### src/rtl/sdb_operand_stage.sv
// sdb_operand_stage: registered operand-prep stage (a, b, p=a^b, pair propagate, carry-in) with a 2-entry skid buffer
module sdb_operand_stage #(
  parameter int width = 8
) (
  input  logic               clk,
  input  logic               rst,
  input  logic               in_valid,
  output logic               in_ready,
  input  logic [0:width-1]   in_a,
  input  logic [0:width-1]   in_b,
  input  logic               in_c,
  output logic               out_valid,
  input  logic               out_ready,
  output logic [0:width-1]   out_a,
  output logic [0:width-1]   out_b,
  output logic [0:width-1]   out_p,
  output logic [0:width/2-1] out_gp,
  output logic               out_c
);
  typedef struct packed {
    logic [0:width-1]   a;
    logic [0:width-1]   b;
    logic [0:width-1]   p;
    logic [0:width/2-1] gp;
    logic               c;
  } entry_t;
  typedef enum logic [1:0] {EMPTY, ONE, FULL} state_t;
  state_t state, next_state;
  entry_t main_q, skid_q, in_e;
  logic ready_q, in_fire, out_fire, load_main, load_skid;
  if (width % 2 != 0 || width <= 2) begin : g_bad_width
    $error("sdb_operand_stage: width must be even and > 2");
  end
  assign in_ready  = ready_q;
  assign out_valid = state != EMPTY;
  assign in_fire   = in_valid & ready_q;
  assign out_fire  = out_valid & out_ready;
  assign out_a     = main_q.a;
  assign out_b     = main_q.b;
  assign out_p     = main_q.p;
  assign out_gp    = main_q.gp;
  assign out_c     = main_q.c;
  // p and gp are computed here once so the adder sees pure register outputs
  always_comb begin
    in_e.a = in_a;
    in_e.b = in_b;
    in_e.p = in_a ^ in_b;
    in_e.c = in_c;
    in_e.gp = '0;
    for (int i = 0; i < width / 2; i++)
      in_e.gp[i] = (in_a[2*i] ^ in_b[2*i]) & (in_a[2*i+1] ^ in_b[2*i+1]);
  end
  always_comb begin
    next_state = state;
    load_main  = 1'b0;
    load_skid  = 1'b0;
    if (state == EMPTY) begin
      next_state = in_fire ? ONE : EMPTY;
      load_main  = in_fire;
    end else if (state == ONE) begin
      next_state = (in_fire & !out_fire) ? FULL : (!in_fire & out_fire) ? EMPTY : ONE;
      load_main  = in_fire & out_fire;
      load_skid  = in_fire & !out_fire;
    end else begin
      next_state = out_fire ? ONE : FULL;
      load_main  = out_fire;
    end
  end
  always_ff @(posedge clk) begin
    if (rst) begin
      state   <= EMPTY;
      ready_q <= 1'b0;
      main_q  <= '0;
      skid_q  <= '0;
    end else begin
      state   <= next_state;
      ready_q <= next_state != FULL;
      if (load_main) main_q <= (state == FULL) ? skid_q : in_e;
      if (load_skid) skid_q <= in_e;
    end
  end
endmodule

### config.mk
export PLATFORM = sky130hd
export DESIGN_NAME = sdb_operand_stage
export DESIGN_NICKNAME = d
export VERILOG_FILES = /design/src/rtl/sdb_operand_stage.sv
export SDC_FILE = /design/constraint.sdc
export NUM_CORES = 1
export LEC_CHECK = 0
export ABC_AREA = 1
export BUFFER_PORTS_ARGS = -buffer_cell sky130_fd_sc_hd__buf_2
export CAP_MARGIN = 20
export CORE_MARGIN = 2
export CORE_UTILIZATION = 30
export DETAILED_ROUTE_END_ITERATION = 8
export SLEW_MARGIN = 5
export SYNTH_ARGS = -nofsm -noshare
export SYNTH_HDL_FRONTEND = slang
export SYNTH_SLANG_ARGS = --single-unit
### constraint.sdc
create_clock -name clk -period 1.8 [get_ports clk]
set_input_delay 0 -clock clk [delete_from_list [all_inputs] [get_ports clk]]
set_output_delay 0 -clock clk [all_outputs]
set_load 0.01 [all_outputs]
==> results of run 1 <==
-- power by group through the flow --
stage	clock [mW]	combinational [mW]	sequential (mW)
floorplan	0	0.301	1.52
finish	1.06	0.500	1.46
detailed placement	0	0.496	1.50
CTS	1.08	0.507	1.47
global placement	0	0.488	1.49
global route	1.14	0.579	1.47
-- through the flow --
step / instances / hold WS (ns)
6_report: 649 / 0.0114
2_1_floorplan: 462 / 0.173
5_1_grt: 649 / 0.0178
3_3_place_gp: 630 / 0.302
3_5_place_dp: 630 / 0.319
4_1_cts: 649 / 0.00108
-- cells in the mapped netlist (all sizes together) --
cell type,n
nand2,112
inv,77
nor2,69
dfxtp,61
o21ai,38
a21oi,30
nand4,29
buf,22
nand3,13
clkbuf,6
and2,3
ha,2
-- layer usage --
layer / wire [um] / vias to the layer above / share of wire / global-route usage
met5: 0 / - / 0 / 0
met4: 68 / 0 / 0.0093 / 0.0543
met3: 312 / 7 / 0.043 / 0.0299
met2: 3540 / 50 / 0.48 / 0.242
met1: 3420 / 1299 / 0.47 / 0.172
li1: - / 1535 / - / -
-- final cells by class --
| class | instances | area (um2) |
|---|---|---|
| clock buffers | 12 | 155 |
| clock inverters | 2 | 10.0 |
| fillers | 1102 | 6200 |
| inverters | 77 | 298 |
| multi-input cells | 296 | 1350 |
| flip-flops and latches | 61 | 1220 |
| well taps | 133 | 166 |
| repair buffers | 68 | 412 |
-- worst min path at each step --
stage | startpoint | endpoint | slack [ns]
floorplan | in_b[4] | skid_q[16]$_SDFFE_PP0P_ | 0.17
global placement | in_c | skid_q[0]$_SDFFE_PP0P_ | 0.30
detailed placement | in_c | skid_q[0]$_SDFFE_PP0P_ | 0.32
CTS | in_a[3] | skid_q[25]$_SDFFE_PP0P_ | 0.001
global route | in_a[3] | skid_q[25]$_SDFFE_PP0P_ | 0.02
finish | in_a[3] | skid_q[25]$_SDFFE_PP0P_ | 0.01
-- worst max-delay path: cells and delay by family, from the launching register on --
| kind | cells | cell delay [ns] |
|---|---|---|
| flip-flops | 1 | 0.35 |
| buffers and inverters | 2 | 0.34 |
| AND/OR/NAND/NOR | 4 | 0.41 |
| AO/OA/AOI/OAI | 1 | 0.21 |
| adder cells (fa/ha/maj) | 1 | 0.21 |
-- logic make-up after synthesis --
kind of cell,count (synthesis)
flops,61
buf+inv,105
fa+ha+maj,2
compound gates,68
simple gates,226
-- flip-flops by register name, summed over array words and instances (netlist names) --
register,cells
out_p,8
state,2
out_gp,4
skid_q,29
out_b,8
out_c,1
out_a,8
in_ready,1
-- timing repair --
action / in CTS / in global routing
hold endpoints to repair: 11 / 0
setup endpoints to repair: 0 / 25
gates resized for setup: 0 / 3
hold buffers: 5 / 0
==> results.py, run 1 <==
metrics = {
    "critical_path": {
        "reg2reg_from": "state[1]$_SDFF_PP0_",
        "crit_path_max_incr_delay_ns": 0.35,
        "cp-startpoint": "state[1]$_SDFF_PP0_",
        "crit_fanout": 11,
        "worst_setup_path_start_kind": "register",
        "crit_slowest_cell": "dfxtp_1",
        "reg2reg_setup_slack_ns": 0.19,
        "critical_path_class": "reg -> reg",
        "endpoint_kind": "register",
        "r2r_end": "skid_q[1]$_SDFFE_PP0P_",
        "crit_end": "skid_q[1]$_SDFFE_PP0P_",
        "worstPathCellList": "nor2_2, inv_1, nand2_1, ha_1, nand3_2, clkinvlp_4, o21ai_0, nor2_1",
        "crit_arrival_ns": 1.83,
        "r2r_cells": 8,
        "worstPathRequired_ns": 2.02,
    },
    "detailed_routing": {
        "drtPass1Iterations": 4,
        "via_per_inst": 4.45,
        "drt-initial-drc-count": 140,
        "vias": 2891,
        "ant_nets": 0,
        "drc": 0,
        "routedWlPerCell_um": 11.3,
        "routed_wl_um": 7340,
    },
    "timing": {
        "worst_pin_slew_ns": 0.314,
        "finalClockSkew_ns": 0.00836,
        "drv_slew": 0,
        "min_period_ns": 1.61,
        "finalCritPeriodShare": 0.896,
        "fmax_mhz": 620,
        "setup_viol": 0,
        "setup_tns_ns": 0,
        "setup_ws_ns": 0.186,
        "max_slew_margin": 0.791,
        "rsz0062_at_grt": "false",
        "hold_viol": 0,
    },
    "pwr": {
        "comb_power_share": 0.165,
        "vdd_drop_max_uv": 289,
        "total_power_mw": 3.03,
        "p_sw_mw": 0.845,
        "clkPwrFrac": 0.351,
        "intPower_mw": 2.18,
        "p_sw_frac": 0.279,
        "seqPwrFrac": 0.484,
        "p_per_area_mw_per_mm2": 838,
        "leakagePower_nw": 1.78,
    },
    "yosys": {
        "syn-num-nets": 485,
        "netlist_area_mm2": 0.00304,
        "synth_top_cell_area_share": 0.402,
        "synth.distinct_cells": 23,
        "synth-adder-area-share": 0.00823,
        "yosysWarnings": 0,
        "yosys.area.top_type": "dfxtp_1",
        "yosysSeqAreaShare": 0.402,
        "synthSimpleGateAreaFrac": 0.325,
        "synth_mux_area_frac": 0,
        "synth_top_family_by_area": "simple AND/OR/NAND/NOR gates",
        "synthCells": 462,
        "yosys_register_bits": 61,
        "synth_compound_area_frac": 0.112,
        "yosys-top-cells-area": "dfxtp_1 (40%), nand2_1 (14%), inv_1 (9.0%)",
        "yosys.area_share.xor_xnor": 0,
        "syn_avg_cell_area_um2": 6.58,
    },
    "global_route": {
        "grt_pass1_wl_um": 12700,
        "grt_max_degree": 31,
        "antenna_found_initial": 0,
        "gr-total-overflow": 0,
        "grt.total_usage": 0.141,
        "grt_pass1_vias": 2783,
    },
    "floorplanning": {
        "fp.dieW_um": 105,
        "dieArea_mm2": 0.0110,
        "initial_utilization": 0.310,
        "fp.dieH_um": 105,
        "ioPinCount": 52,
        "core-area_mm2": 0.00982,
        "num_rows": 36,
    },
    "clock_tree": {
        "cts-buffers-inserted": 9,
        "cts_tree": "done",
        "clock_latency_ns": 0.33,
        "clkTransAtPathRegs_ns": 0.07,
        "post_cts_buffers": 0,
        "clock_sinks": 61,
        "clock_path_buffers": 2,
        "cts_root_buffer": "clkbuf_8",
        "htree_levels": 3,
    },
    "layout": {
        "antenna_cells": 0,
        "synthToLayoutAreaGrowth_pct": 18.9,
        "final_common_cell": "nand2_1",
        "drive_above_1_share": 0.169,
        "finish.instance_area_mm2": 0.00361,
        "utilization": 0.368,
        "final_cell_mix": "nand2_1 (110), inv_1 (72), nor2_1 (68)",
        "fin_nets": 536,
    },
    "placed_design": {
        "post_dp_cell_area_mm2": 0.00339,
        "gp_congestion": 0.808,
        "dp.final_hpwl_um": 5350,
        "pre_cts_slack_ns": 0.136,
        "port_buffers": 51,
    },
    "flow_run": {
        "cap_viol_max_count": 0,
    },
    "min_path": {
        "min_path_type": "in -> reg",
        "whs_path_depth": 3,
    },
    "outcome": {
        "outcome": "completed",
    },
}
Power figures use the tool's default switching activity.
==> run 2: changes to the inputs <==
--- a/config.mk
+++ b/config.mk
@@ -9,8 +9,10 @@
 export BUFFER_PORTS_ARGS = -buffer_cell sky130_fd_sc_hd__buf_2
 export CAP_MARGIN = 20
 export CORE_MARGIN = 2
-export CORE_UTILIZATION = 30
+export CORE_UTILIZATION = 56
 export DETAILED_ROUTE_END_ITERATION = 8
+export PLACE_DENSITY = 0.91
+export SKIP_CTS_REPAIR_TIMING = 1
 export SLEW_MARGIN = 5
 export SYNTH_ARGS = -nofsm -noshare
 export SYNTH_HDL_FRONTEND = slang
==> results.py, run 2 (synthesized netlist as in run 1, its figures left out) <==
metrics = {
    "outcome": {
        "outcome": "finished, violations left",
        "violations": "hold timing",
    },
    "clock_tree": {
        "cts_tree": "done",
        "clock_path_buffers": 2,
        "clock_sinks": 61,
        "clock_latency_ns": 0.35,
        "cts_root_buffer": "clkbuf_8",
        "cts-buffers-inserted": 9,
        "htree_levels": 3,
        "clkTransAtPathRegs_ns": 0.07,
    },
    "min_path": {
        "min_to": "skid_q[5]$_SDFFE_PP0P_",
        "whs_path_depth": 2,
        "min_path_type": "in -> reg",
        "min-delay-start": "rst",
    },
    "layout": {
        "synthToLayoutAreaGrowth_pct": 14.9,
        "drive_above_1_share": 0.167,
        "final_common_cell": "nand2_1",
        "fin_cells": 579,
        "regMostFlops": "skid_q",
        "antenna_cells": 0,
        "largest_register_ffs": 29,
        "final_cell_mix": "nand2_1 (110), inv_1 (73), nor2_1 (68)",
        "finish.instance_area_mm2": 0.00349,
        "fin_nets": 527,
    },
    "floorplanning": {
        "dieArea_mm2": 0.00603,
        "fp.dieW_um": 77.7,
        "initial_utilization": 0.588,
        "ioPinCount": 52,
        "fp.dieH_um": 77.7,
        "core-area_mm2": 0.00517,
        "num_rows": 26,
    },
    "detailed_routing": {
        "via_per_inst": 5.11,
        "routedWlPerCell_um": 12.4,
        "ant_nets": 0,
        "routed_wl_um": 7180,
        "drt-initial-drc-count": 233,
        "vias": 2960,
        "drc": 0,
        "drtPass1Iterations": 5,
    },
    "critical_path": {
        "r2r_end": "skid_q[11]$_SDFFE_PP0P_",
        "reg2reg_setup_slack_ns": 0.16,
        "worstPathRequired_ns": 2.07,
        "crit_arrival_ns": 1.92,
        "endpoint_kind": "register",
        "critical_path_class": "reg -> reg",
        "crit_fanout": 11,
        "r2r_cells": 8,
        "worst_setup_path_start_kind": "register",
        "reg2reg_from": "state[1]$_SDFF_PP0_",
    },
    "placed_design": {
        "port_buffers": 51,
        "post_dp_cell_area_mm2": 0.00329,
        "place_inst": 563,
        "gp_congestion": 0.913,
        "pre_cts_slack_ns": 0.137,
        "dp.final_hpwl_um": 4860,
    },
    "pwr": {
        "total_power_mw": 3.14,
        "p_per_area_mw_per_mm2": 899,
        "leakagePower_nw": 1.77,
        "vdd_drop_max_uv": 430,
    },
    "timing": {
        "rsz0062_at_grt": "false",
        "setup_tns_ns": 0,
        "finalCritPeriodShare": 0.912,
        "hold_viol": 11,
        "hold_ws_ns": -0.0319,
        "min_period_ns": 1.64,
        "setup_ws_ns": 0.158,
        "setup_viol": 0,
        "drv_slew": 0,
        "fmax_mhz": 609,
        "max_slew_margin": 0.779,
        "finalClockSkew_ns": 0.00826,
        "worst_pin_slew_ns": 0.331,
    },
    "global_route": {
        "grt_pass1_wl_um": 11700,
        "gr-total-overflow": 0,
        "antenna_found_initial": 0,
        "grt_max_degree": 43,
        "grt.total_usage": 0.243,
        "grt_pass1_vias": 2668,
    },
    "flow_run": {
        "cap_viol_max_count": 0,
    },
}
run 2: cell count changes in the layout (fill, tap and decap cells not counted), sizes merged:
cell         before  now
clkbuf           12   13
inv              76   77
buf              63   59
dlygate4sd3       5    0
run 2: worst max path at each step:
stage,slack [ns],depth (start not counted),end,start
5_1_grt,0.01,8,skid_q[11]$_SDFFE_PP0P_,state[1]$_SDFF_PP0_
3_3_place_gp,0.25,10,out_p[7]$_SDFFE_PP0P_,state[1]$_SDFF_PP0_
2_1_floorplan,0.25,11,out_a[1]$_SDFFE_PP0P_,state[0]$_SDFF_PP0_
6_report,0.16,8,skid_q[11]$_SDFFE_PP0P_,state[1]$_SDFF_PP0_
4_1_cts,0.12,10,out_p[7]$_SDFFE_PP0P_,state[1]$_SDFF_PP0_
3_5_place_dp,0.14,10,out_p[7]$_SDFFE_PP0P_,state[1]$_SDFF_PP0_
run 2: metal layers:
| metal | wire length [um] | up-vias | track usage |
|---|---|---|---|
| li1 | - | 1514 | - |
| met1 | 3150 | 1323 | 0.301 |
| met2 | 3410 | 99 | 0.390 |
| met3 | 399 | 24 | 0.0558 |
| met4 | 222 | 0 | 0.132 |
| met5 | 0 | - | 0 |
run 2: worst max-delay path, cell delays in order, from the launching register on:
cell,delay (ns)
dfxtp_1,0.37
nor2_2,0.16
inv_1,0.07
nand2_1,0.10
ha_1,0.18
nand3_2,0.13
inv_1,0.27
nand3_1,0.15
a21oi_1,0.15
run 2: cell type report:
type | count | area (um2)
Sequential cell | 61 | 1220
Fill cell | 427 | 1680
Clock inverter | 3 | 17.5
Clock buffer | 13 | 179
Multi-Input combinational cell | 296 | 1350
Tap cell | 70 | 87.6
Timing Repair Buffer | 59 | 340
Inverter | 77 | 294
run 2: report_power, final:
group	leakage, nW	internal [mW]	switching (mW)
clock network	0.101	0.645	0.535
registers	0.498	1.43	0.0351
logic	1.17	0.187	0.306
run 2: through the flow:
stage | util | hold slack (ns)
CTS | 0.675 | -0.0344
global placement | 0.637 | 0.298
detailed placement | 0.637 | 0.327
floorplan | - | 0.173
finish | 0.675 | -0.0319
global route | 0.675 | 0.000360
